[config.mk]
export PLATFORM = sky130hd
export DESIGN_NAME = stream_wr_scheduler
export DESIGN_NICKNAME = d
export VERILOG_FILES = /design/src/rtl/stream_wr_scheduler.sv
export SDC_FILE = /design/constraint.sdc
export NUM_CORES = 1
export LEC_CHECK = 0
export ABC_AREA = 0
export ABC_CLOCK_PERIOD_IN_PS = 7300
export BUFFER_PORTS_ARGS = -buffer_cell sky130_fd_sc_hd__buf_2
export CAP_MARGIN = 10
export CORE_MARGIN = 1.5
export CORE_UTILIZATION = 61
export CTS_BUF_LIST = sky130_fd_sc_hd__clkbuf_8 sky130_fd_sc_hd__clkbuf_16
export DETAILED_ROUTE_END_ITERATION = 8
export GPL_TIMING_DRIVEN = 0
export PLACE_DENSITY = 0.93
export REMOVE_ABC_BUFFERS = 1
export SLEW_MARGIN = 25
export SYNTH_ARGS = -nofsm -noshare
export SYNTH_HDL_FRONTEND = slang
export SYNTH_SLANG_ARGS = --single-unit
[constraint.sdc]
create_clock -name aclk -period 7.3 [get_ports aclk]
set_clock_uncertainty 0.1 [all_clocks]
set_input_delay 1.095 -clock aclk [delete_from_list [all_inputs] [get_ports aclk]]
set_output_delay 1.095 -clock aclk [all_outputs]
set_load 0.1 [all_outputs]
[src/rtl/stream_wr_scheduler.sv]
// stream_wr_scheduler
// Turns an incoming video stream into a sequence of AXI write bursts.
// Bursts are issued line by line across a ring of BUF_NUM frame buffers.
// Each burst is at most BURST_LEN beats and is issued only once the line
// FIFO holds enough beats for the whole burst.
// A frame-start pulse (falign) that arrives mid-frame restarts the frame
// at line 0 of the same buffer and raises a one-cycle resync pulse.
// Optional build macro: STREAM_WR_ERR_CNT_EN. When it is defined, err_cnt
// counts resync pulses and saturates at 16'hFFFF. When it is undefined,
// err_cnt is tied to 0.
module stream_wr_scheduler #(
    parameter int ADDR_W    = 32,
    parameter int BURST_LEN = 64,
    parameter int BPB       = 4,
    parameter int BUF_NUM   = 3
) (
    input  logic              aclk,
    input  logic              aresetn,
    input  logic              enable,
    input  logic [15:0]       hactive,
    input  logic [15:0]       vactive,
    input  logic [ADDR_W-1:0] base_addr,
    input  logic [ADDR_W-1:0] frame_stride,
    input  logic [15:0]       line_stride,
    input  logic              falign,
    input  logic [15:0]       fifo_count,
    output logic              burst_req,
    input  logic              burst_ack,
    input  logic              burst_done,
    output logic [ADDR_W-1:0] burst_addr,
    output logic [7:0]        burst_len,
    output logic [1:0]        buf_index,
    output logic              frame_busy,
    output logic              frame_done,
    output logic              resync,
    output logic [15:0]       err_cnt
);

    localparam logic [15:0]       LP_BL16     = 16'(BURST_LEN);
    localparam logic [8:0]        LP_BL9      = 9'(BURST_LEN);
    localparam logic [ADDR_W-1:0] LP_BPB      = ADDR_W'(BPB);
    localparam logic [1:0]        LP_BUF_LAST = 2'(BUF_NUM - 1);

    typedef enum logic [2:0] {
        ST_IDLE     = 3'd0,
        ST_WAIT_SOF = 3'd1,
        ST_ARM      = 3'd2,
        ST_REQ      = 3'd3,
        ST_BUSY     = 3'd4,
        ST_NEXT     = 3'd5
    } state_t;

    state_t r_state;
    state_t w_state_nxt;

    // Frame geometry latched at frame start
    logic [15:0]       r_hact;
    logic [15:0]       r_vact;
    logic [15:0]       r_lstride;
    logic [ADDR_W-1:0] r_fbase;

    // Walking position inside the frame
    logic [ADDR_W-1:0] r_line_addr;
    logic [ADDR_W-1:0] r_addr;
    logic [15:0]       r_beat_cnt;
    logic [15:0]       r_line_cnt;
    logic [8:0]        r_cur_len;

    // Control and output registers
    logic              r_pend;
    logic [1:0]        r_buf_idx;
    logic              r_resync;
    logic              r_frame_done;
    logic [ADDR_W-1:0] r_burst_addr;
    logic [7:0]        r_burst_len;

    // Combinational helpers
    logic [15:0]       w_rem;
    logic [8:0]        w_len;
    logic [15:0]       w_beat_nxt;
    logic              w_line_end;
    logic              w_frame_last;
    logic [1:0]        w_buf_nxt;
    logic [ADDR_W-1:0] w_base_cur;
    logic [ADDR_W-1:0] w_base_nxt;
    logic [ADDR_W-1:0] w_base_sel;
    logic [ADDR_W-1:0] w_burst_bytes;

    // FSM strobes
    logic w_start;
    logic w_start_nxt_buf;
    logic w_restart;
    logic w_issue;
    logic w_advance;
    logic w_fdone;
    logic w_resync;
    logic w_pend_set;

    assign w_rem         = r_hact - r_beat_cnt;
    assign w_len         = (w_rem > LP_BL16) ? LP_BL9 : w_rem[8:0];
    assign w_beat_nxt    = r_beat_cnt + {7'd0, r_cur_len};
    assign w_line_end    = (w_beat_nxt >= r_hact);
    assign w_frame_last  = w_line_end && ((r_line_cnt + 16'd1) >= r_vact);
    assign w_buf_nxt     = (r_buf_idx >= LP_BUF_LAST) ? 2'd0 : r_buf_idx + 2'd1;
    // Buffer addresses wrap modulo 2^ADDR_W by construction
    assign w_base_cur    = base_addr + ADDR_W'(r_buf_idx) * frame_stride;
    assign w_base_nxt    = base_addr + ADDR_W'(w_buf_nxt) * frame_stride;
    assign w_base_sel    = w_start_nxt_buf ? w_base_nxt : w_base_cur;
    assign w_burst_bytes = ADDR_W'(r_cur_len) * LP_BPB;

    // State register
    always_ff @(posedge aclk) begin
        if (!aresetn) begin
            r_state <= ST_IDLE;
        end else begin
            r_state <= w_state_nxt;
        end
    end

    // Next-state logic and the datapath strobes that go with each transition
    always_comb begin
        w_state_nxt     = r_state;
        w_start         = 1'b0;
        w_start_nxt_buf = 1'b0;
        w_restart       = 1'b0;
        w_issue         = 1'b0;
        w_advance       = 1'b0;
        w_fdone         = 1'b0;
        w_resync        = 1'b0;
        w_pend_set      = 1'b0;
        case (r_state)
            ST_IDLE: begin
                if (enable) begin
                    w_state_nxt = ST_WAIT_SOF;
                end
            end
            ST_WAIT_SOF: begin
                if (falign) begin
                    w_start     = 1'b1;
                    w_state_nxt = ST_ARM;
                end
            end
            ST_ARM: begin
                // A frame start while no burst is in flight restarts immediately
                if (falign) begin
                    w_resync  = 1'b1;
                    w_restart = 1'b1;
                end else if (fifo_count >= {7'd0, w_len}) begin
                    w_issue     = 1'b1;
                    w_state_nxt = ST_REQ;
                end
            end
            ST_REQ: begin
                if (falign) begin
                    w_resync   = 1'b1;
                    w_pend_set = 1'b1;
                end
                if (burst_ack) begin
                    w_state_nxt = ST_BUSY;
                end
            end
            ST_BUSY: begin
                if (falign) begin
                    w_resync   = 1'b1;
                    w_pend_set = 1'b1;
                end
                if (burst_done) begin
                    w_state_nxt = ST_NEXT;
                end
            end
            ST_NEXT: begin
                if (r_pend || (falign && !w_frame_last)) begin
                    // Interrupted frame: back to line 0 of the same buffer
                    w_resync    = falign;
                    w_restart   = 1'b1;
                    w_state_nxt = ST_ARM;
                end else if (w_frame_last) begin
                    w_fdone = 1'b1;
                    if (falign) begin
                        // Frame start coincides with frame end: begin the next frame now
                        w_start         = 1'b1;
                        w_start_nxt_buf = 1'b1;
                        w_state_nxt     = ST_ARM;
                    end else if (enable) begin
                        w_state_nxt = ST_WAIT_SOF;
                    end else begin
                        w_state_nxt = ST_IDLE;
                    end
                end else begin
                    w_advance   = 1'b1;
                    w_state_nxt = ST_ARM;
                end
            end
            default: begin
                w_state_nxt = ST_IDLE;
            end
        endcase
    end

    // Counters, pending flag, buffer index and registered outputs
    always_ff @(posedge aclk) begin
        if (!aresetn) begin
            r_beat_cnt   <= 16'd0;
            r_line_cnt   <= 16'd0;
            r_pend       <= 1'b0;
            r_buf_idx    <= 2'd0;
            r_resync     <= 1'b0;
            r_frame_done <= 1'b0;
            r_burst_addr <= '0;
            r_burst_len  <= 8'd0;
        end else begin
            r_resync     <= w_resync;
            r_frame_done <= w_fdone;
            if (w_pend_set) begin
                r_pend <= 1'b1;
            end else if (w_restart) begin
                r_pend <= 1'b0;
            end
            if (w_start || w_restart) begin
                r_beat_cnt <= 16'd0;
                r_line_cnt <= 16'd0;
            end else if (w_advance) begin
                if (w_line_end) begin
                    r_beat_cnt <= 16'd0;
                    r_line_cnt <= r_line_cnt + 16'd1;
                end else begin
                    r_beat_cnt <= w_beat_nxt;
                end
            end
            if (w_issue) begin
                r_burst_addr <= r_addr;
                r_burst_len  <= 8'(w_len - 9'd1);
            end
            if (w_fdone) begin
                r_buf_idx <= w_buf_nxt;
            end
        end
    end

    // Frame geometry and address walk; always reloaded before use, so no reset
    always_ff @(posedge aclk) begin
        if (w_start) begin
            r_hact      <= hactive;
            r_vact      <= vactive;
            r_lstride   <= line_stride;
            r_fbase     <= w_base_sel;
            r_line_addr <= w_base_sel;
            r_addr      <= w_base_sel;
        end else if (w_restart) begin
            r_line_addr <= r_fbase;
            r_addr      <= r_fbase;
        end else if (w_advance) begin
            if (w_line_end) begin
                r_line_addr <= r_line_addr + ADDR_W'(r_lstride);
                r_addr      <= r_line_addr + ADDR_W'(r_lstride);
            end else begin
                r_addr <= r_addr + w_burst_bytes;
            end
        end
        if (w_issue) begin
            r_cur_len <= w_len;
        end
    end

`ifdef STREAM_WR_ERR_CNT_EN
    logic [15:0] r_err_cnt;

    // Saturating count of resync events
    always_ff @(posedge aclk) begin
        if (!aresetn) begin
            r_err_cnt <= 16'd0;
        end else if (w_resync && (r_err_cnt != 16'hFFFF)) begin
            r_err_cnt <= r_err_cnt + 16'd1;
        end
    end

    assign err_cnt = r_err_cnt;
`else
    assign err_cnt = 16'd0;
`endif

    assign burst_req  = (r_state == ST_REQ);
    assign frame_busy = (r_state == ST_ARM) || (r_state == ST_REQ) ||
                        (r_state == ST_BUSY) || (r_state == ST_NEXT);
    assign burst_addr = r_burst_addr;
    assign burst_len  = r_burst_len;
    assign buf_index  = r_buf_idx;
    assign frame_done = r_frame_done;
    assign resync     = r_resync;

endmodule

==> impl_metrics.ini <==
[hold_path]
holdCritPathClass = flop to flop
hold-path-cell-count = 2
worstHoldEndpoint = r_beat_cnt[11]$_SDFFE_PP0P_
hp-start = r_beat_cnt[11]$_SDFFE_PP0P_

[synth]
share_of_yosys_cell_area_claimed_by_the_top_area_cell_type = 0.237
synth_flop_cell = sky130_fd_sc_hd__edfxtp_1
postSynth.asyncResetShare = 0
postSynthAreaPerCell_sq_um = 8.73
post_synth_instance_area_sq_um = 19400
synthDominantAreaCellType = sky130_fd_sc_hd__edfxtp_1
syn-instance-count = 2216
synth_commonest_cells = 270 x sky130_fd_sc_hd__nand2_1, 259 x sky130_fd_sc_hd__inv_1, 158 x sky130_fd_sc_hd__nor2_1
synth.yosys.seq_area_share = 0.320
yosys.cell_count.top_type = sky130_fd_sc_hd__nand2_1
ys_seq_elements = 233
netlist_top_cells_area = sky130_fd_sc_hd__edfxtp_1 24%, sky130_fd_sc_hd__ha_1 10%, sky130_fd_sc_hd__dfxtp_1 8.3%
number_of_enable_flip_flop_cells_after_synthesis = 153
ys_types = 84
yosysWarningCount = 0

[final_layout]
area_delta_synth_final_pct = 11.3
nFillCells = 2404
antenna-diode-count = 0
share_of_cells_above_drive_strength_1 = 0.121
layout.cells.non_filler = 2788
nets = 2722

[setup_path]
rr_endpoint = burst_addr[5]$_SDFFE_PN0P_
cp_data_arrival_time_ns = 7.14
critical_path_peak_fanout = 8
reg2regPathDepth = 27
r2r_setup_slack_ns = 0.45
crit_path_start_kind = flop
worstPathRequired_ns = 7.59
cp-end-kind = flop
worstSetupPathType = flop to flop
reg2reg_from = r_beat_cnt[1]$_SDFFE_PP0P_

[floorplan]
vert_die_dim_um = 181
placeableCoreArea_sq_um = 31400
chip_width_um = 181
core.rowCount = 65
initial_cell_density_of_the_core = 0.617
die_area_sq_um = 32800
io_pins = 196

[drt]
initial_drt_markers = 1503
drt_first_pass_iters = 6
routed_wirelength_mm = 50.3
detail-route-antenna-nets = 0
uppermost_metal_layer_occupied_by_signal_nets = met4
dr_wl_met2_mm = 24.1
route.vias.total = 17000
route.detailed.drc = 0
wirelength_met1_mm = 20.6
drt-wirelength-per-cell_um = 18.0
detailroute.wirelength.met3_mm = 3.74
avgViaCountPerCell = 6.09

[timing]
totalNegativeSetupSlack_ns = 0
finalHoldViolations = 0
tightestPinTransition_ns = 1.13
max_freq_ghz = 0.146
min_period_ns = 6.85
final_min_period_over_clock_period = 0.939
timing_max_transition_violations_final = 0
grt_setup_unrepaired = false
post-route-worst-setup-slack_ns = 0.447
max_slew_margin = 0.226
final_setup_violating_endpoints = 0

[status]
result_of_the_run = finished clean

[power_and_ir_drop]
vdd_ir_drop_max_v = 0.000151
report.power.total_w = 0.00399
power_density_nw_per_um2 = 185
p_leak_nw = 9.69

[placed_design]
place.gp.congestion = 0.941
dpl_worst_slack_ns = 0.479
io_buffers = 179
placed_cells_incl_taps = 2744
dp_hpwl_mm = 38.4

[global_route]
grtUsageTotal = 0.299
grt-ovfl-total = 0
largest_net_degree_at_the_start_of_global_routing = 76
global_route_wire_length_before_repair_mm = 80.9
grt_pass1_vias = 16900
grt_antenna_before_repair = 0

[clocking]
cts-root-to-sink-buffers = 3
cts_tree = built
clock_transition_at_the_register_clock_pins_on_the_worst_setup_and_hold_paths_after_cts_ns = 0.06
post_cts_resize_count = 0
cts_max_level = 1
cts_inserted_buffers = 24
cts.sinks = 233
insertion_delay_ns = 0.54
post_cts.repair.setup_buffers = 0
hold_buffers = 0
root_buffer = sky130_fd_sc_hd__clkbuf_16

[run]
maxCapViolations = 0
==> critical path, cell delays in order, from the launching register on <==
cell	delay [ns]
sky130_fd_sc_hd__dfxtp_1	0.44
sky130_fd_sc_hd__inv_1	0.13
sky130_fd_sc_hd__ha_1	0.30
sky130_fd_sc_hd__nor2b_1	0.24
sky130_fd_sc_hd__o21ai_0	0.21
sky130_fd_sc_hd__a211oi_1	0.41
sky130_fd_sc_hd__a211o_1	0.24
sky130_fd_sc_hd__nor4b_1	0.27
sky130_fd_sc_hd__o2111ai_1	0.26
sky130_fd_sc_hd__or3_1	0.44
sky130_fd_sc_hd__nor2_1	0.28
sky130_fd_sc_hd__ha_1	0.17
sky130_fd_sc_hd__nand2b_1	0.10
sky130_fd_sc_hd__a21oi_1	0.06
sky130_fd_sc_hd__nor2b_1	0.10
sky130_fd_sc_hd__o21ai_0	0.10
sky130_fd_sc_hd__a21oi_1	0.29
sky130_fd_sc_hd__o31ai_1	0.21
sky130_fd_sc_hd__a2111oi_4	0.51
sky130_fd_sc_hd__buf_2	0.24
sky130_fd_sc_hd__buf_2	0.18
sky130_fd_sc_hd__buf_2	0.20
sky130_fd_sc_hd__buf_2	0.21
sky130_fd_sc_hd__buf_2	0.22
sky130_fd_sc_hd__buf_2	0.21
sky130_fd_sc_hd__buf_2	0.23
sky130_fd_sc_hd__mux2i_1	0.26
sky130_fd_sc_hd__nor2_1	0.08
==> worst max-delay path by stage <==
stage / from / to / slack, ns / cells past startpoint
finish: r_beat_cnt[1]$_SDFFE_PP0P_ / burst_addr[5]$_SDFFE_PN0P_ / 0.45 / 27
CTS: r_beat_cnt[1]$_SDFFE_PP0P_ / burst_addr[5]$_SDFFE_PN0P_ / 0.40 / 27
floorplan: r_hact[2]$_DFFE_PP_ / burst_len[6]$_SDFFE_PN0P_ / -7.44 / 19
global route: r_beat_cnt[1]$_SDFFE_PP0P_ / burst_addr[5]$_SDFFE_PN0P_ / 0.09 / 27
detailed placement: r_beat_cnt[12]$_SDFFE_PP0P_ / burst_addr[0]$_SDFFE_PN0P_ / 0.48 / 27
global placement: r_beat_cnt[12]$_SDFFE_PP0P_ / burst_len[7]$_SDFFE_PN0P_ / -12.05 / 19
==> through the flow <==
stage	cell area, sq um	utilization	hold WS, ns
after global placement	20400	0.650	0.340
after global routing	21500	0.686	0.397
after CTS	21500	0.686	0.363
final	21500	0.686	0.365
after floorplan	19000	-	0.332
after detailed placement	20600	0.658	0.355
==> area by class of cell <==
cell class | count | area, sq um | area share
flip-flops and latches | 233 | 6200 | 0.288
clock inverters | 13 | 146 | 0.00680
clock buffers | 31 | 731 | 0.0339
well taps | 402 | 503 | 0.0234
repair buffers | 196 | 1070 | 0.0495
inverters | 262 | 988 | 0.0459
multi-input cells | 1651 | 11900 | 0.553
==> placed cells by master, fill, tap and decap left out, drive strengths merged, types with 28 or more instances in the layout <==
cell type / synthesis / layout
xnor2: 80 / 80
a211oi: 28 / 28
ha: 154 / 154
nand2: 271 / 271
a21oi: 131 / 131
o21ai: 126 / 126
buf: 27 / 196
xor2: 68 / 68
a21o: 36 / 36
inv: 262 / 265
nor3: 29 / 29
nand3: 39 / 39
and3: 31 / 31
edfxtp: 153 / 153
nand4: 30 / 30
nand2b: 29 / 29
fa: 66 / 66
dfxtp: 80 / 80
nor2: 158 / 158
mux2i: 50 / 50
clkbuf: 61 / 31
==> sequential cells by signal, summed over array words and instances, names as in the netlist, 3 cells and up <==
| signal | flops |
|---|---|
| r_cur_len | 9 |
| r_fbase | 32 |
| burst_len | 8 |
| r_hact | 16 |
| r_line_cnt | 16 |
| r_state | 3 |
| r_line_addr | 32 |
| r_vact | 16 |
| r_lstride | 16 |
| r_addr | 32 |
| r_beat_cnt | 16 |
| burst_addr | 32 |
==> layer usage <==
metal	vias up	track usage
met5	-	0
met4	0	0.120
met3	139	0.0381
met2	817	0.522
met1	7974	0.375
li1	8046	-
==> where the power goes <==
| group | internal (W) | switching, W |
|---|---|---|
| sequential | 0.00154 | 0.0000643 |
| combinational | 0.000368 | 0.000669 |
| clock | 0.000812 | 0.000539 |
| total | 0.00272 | 0.00127 |
==> cell families after synthesis <==
family | count (synthesis) | share of synthesized area
compound gates | 523 | 0.178
xor+xnor | 148 | 0.0670
fa+ha+maj | 221 | 0.168
buf+inv | 350 | 0.0716
flops | 233 | 0.320
mux | 57 | 0.0299
other cells | 2 | 0.000388
simple gates | 682 | 0.165
Power figures use the tool's default switching activity.
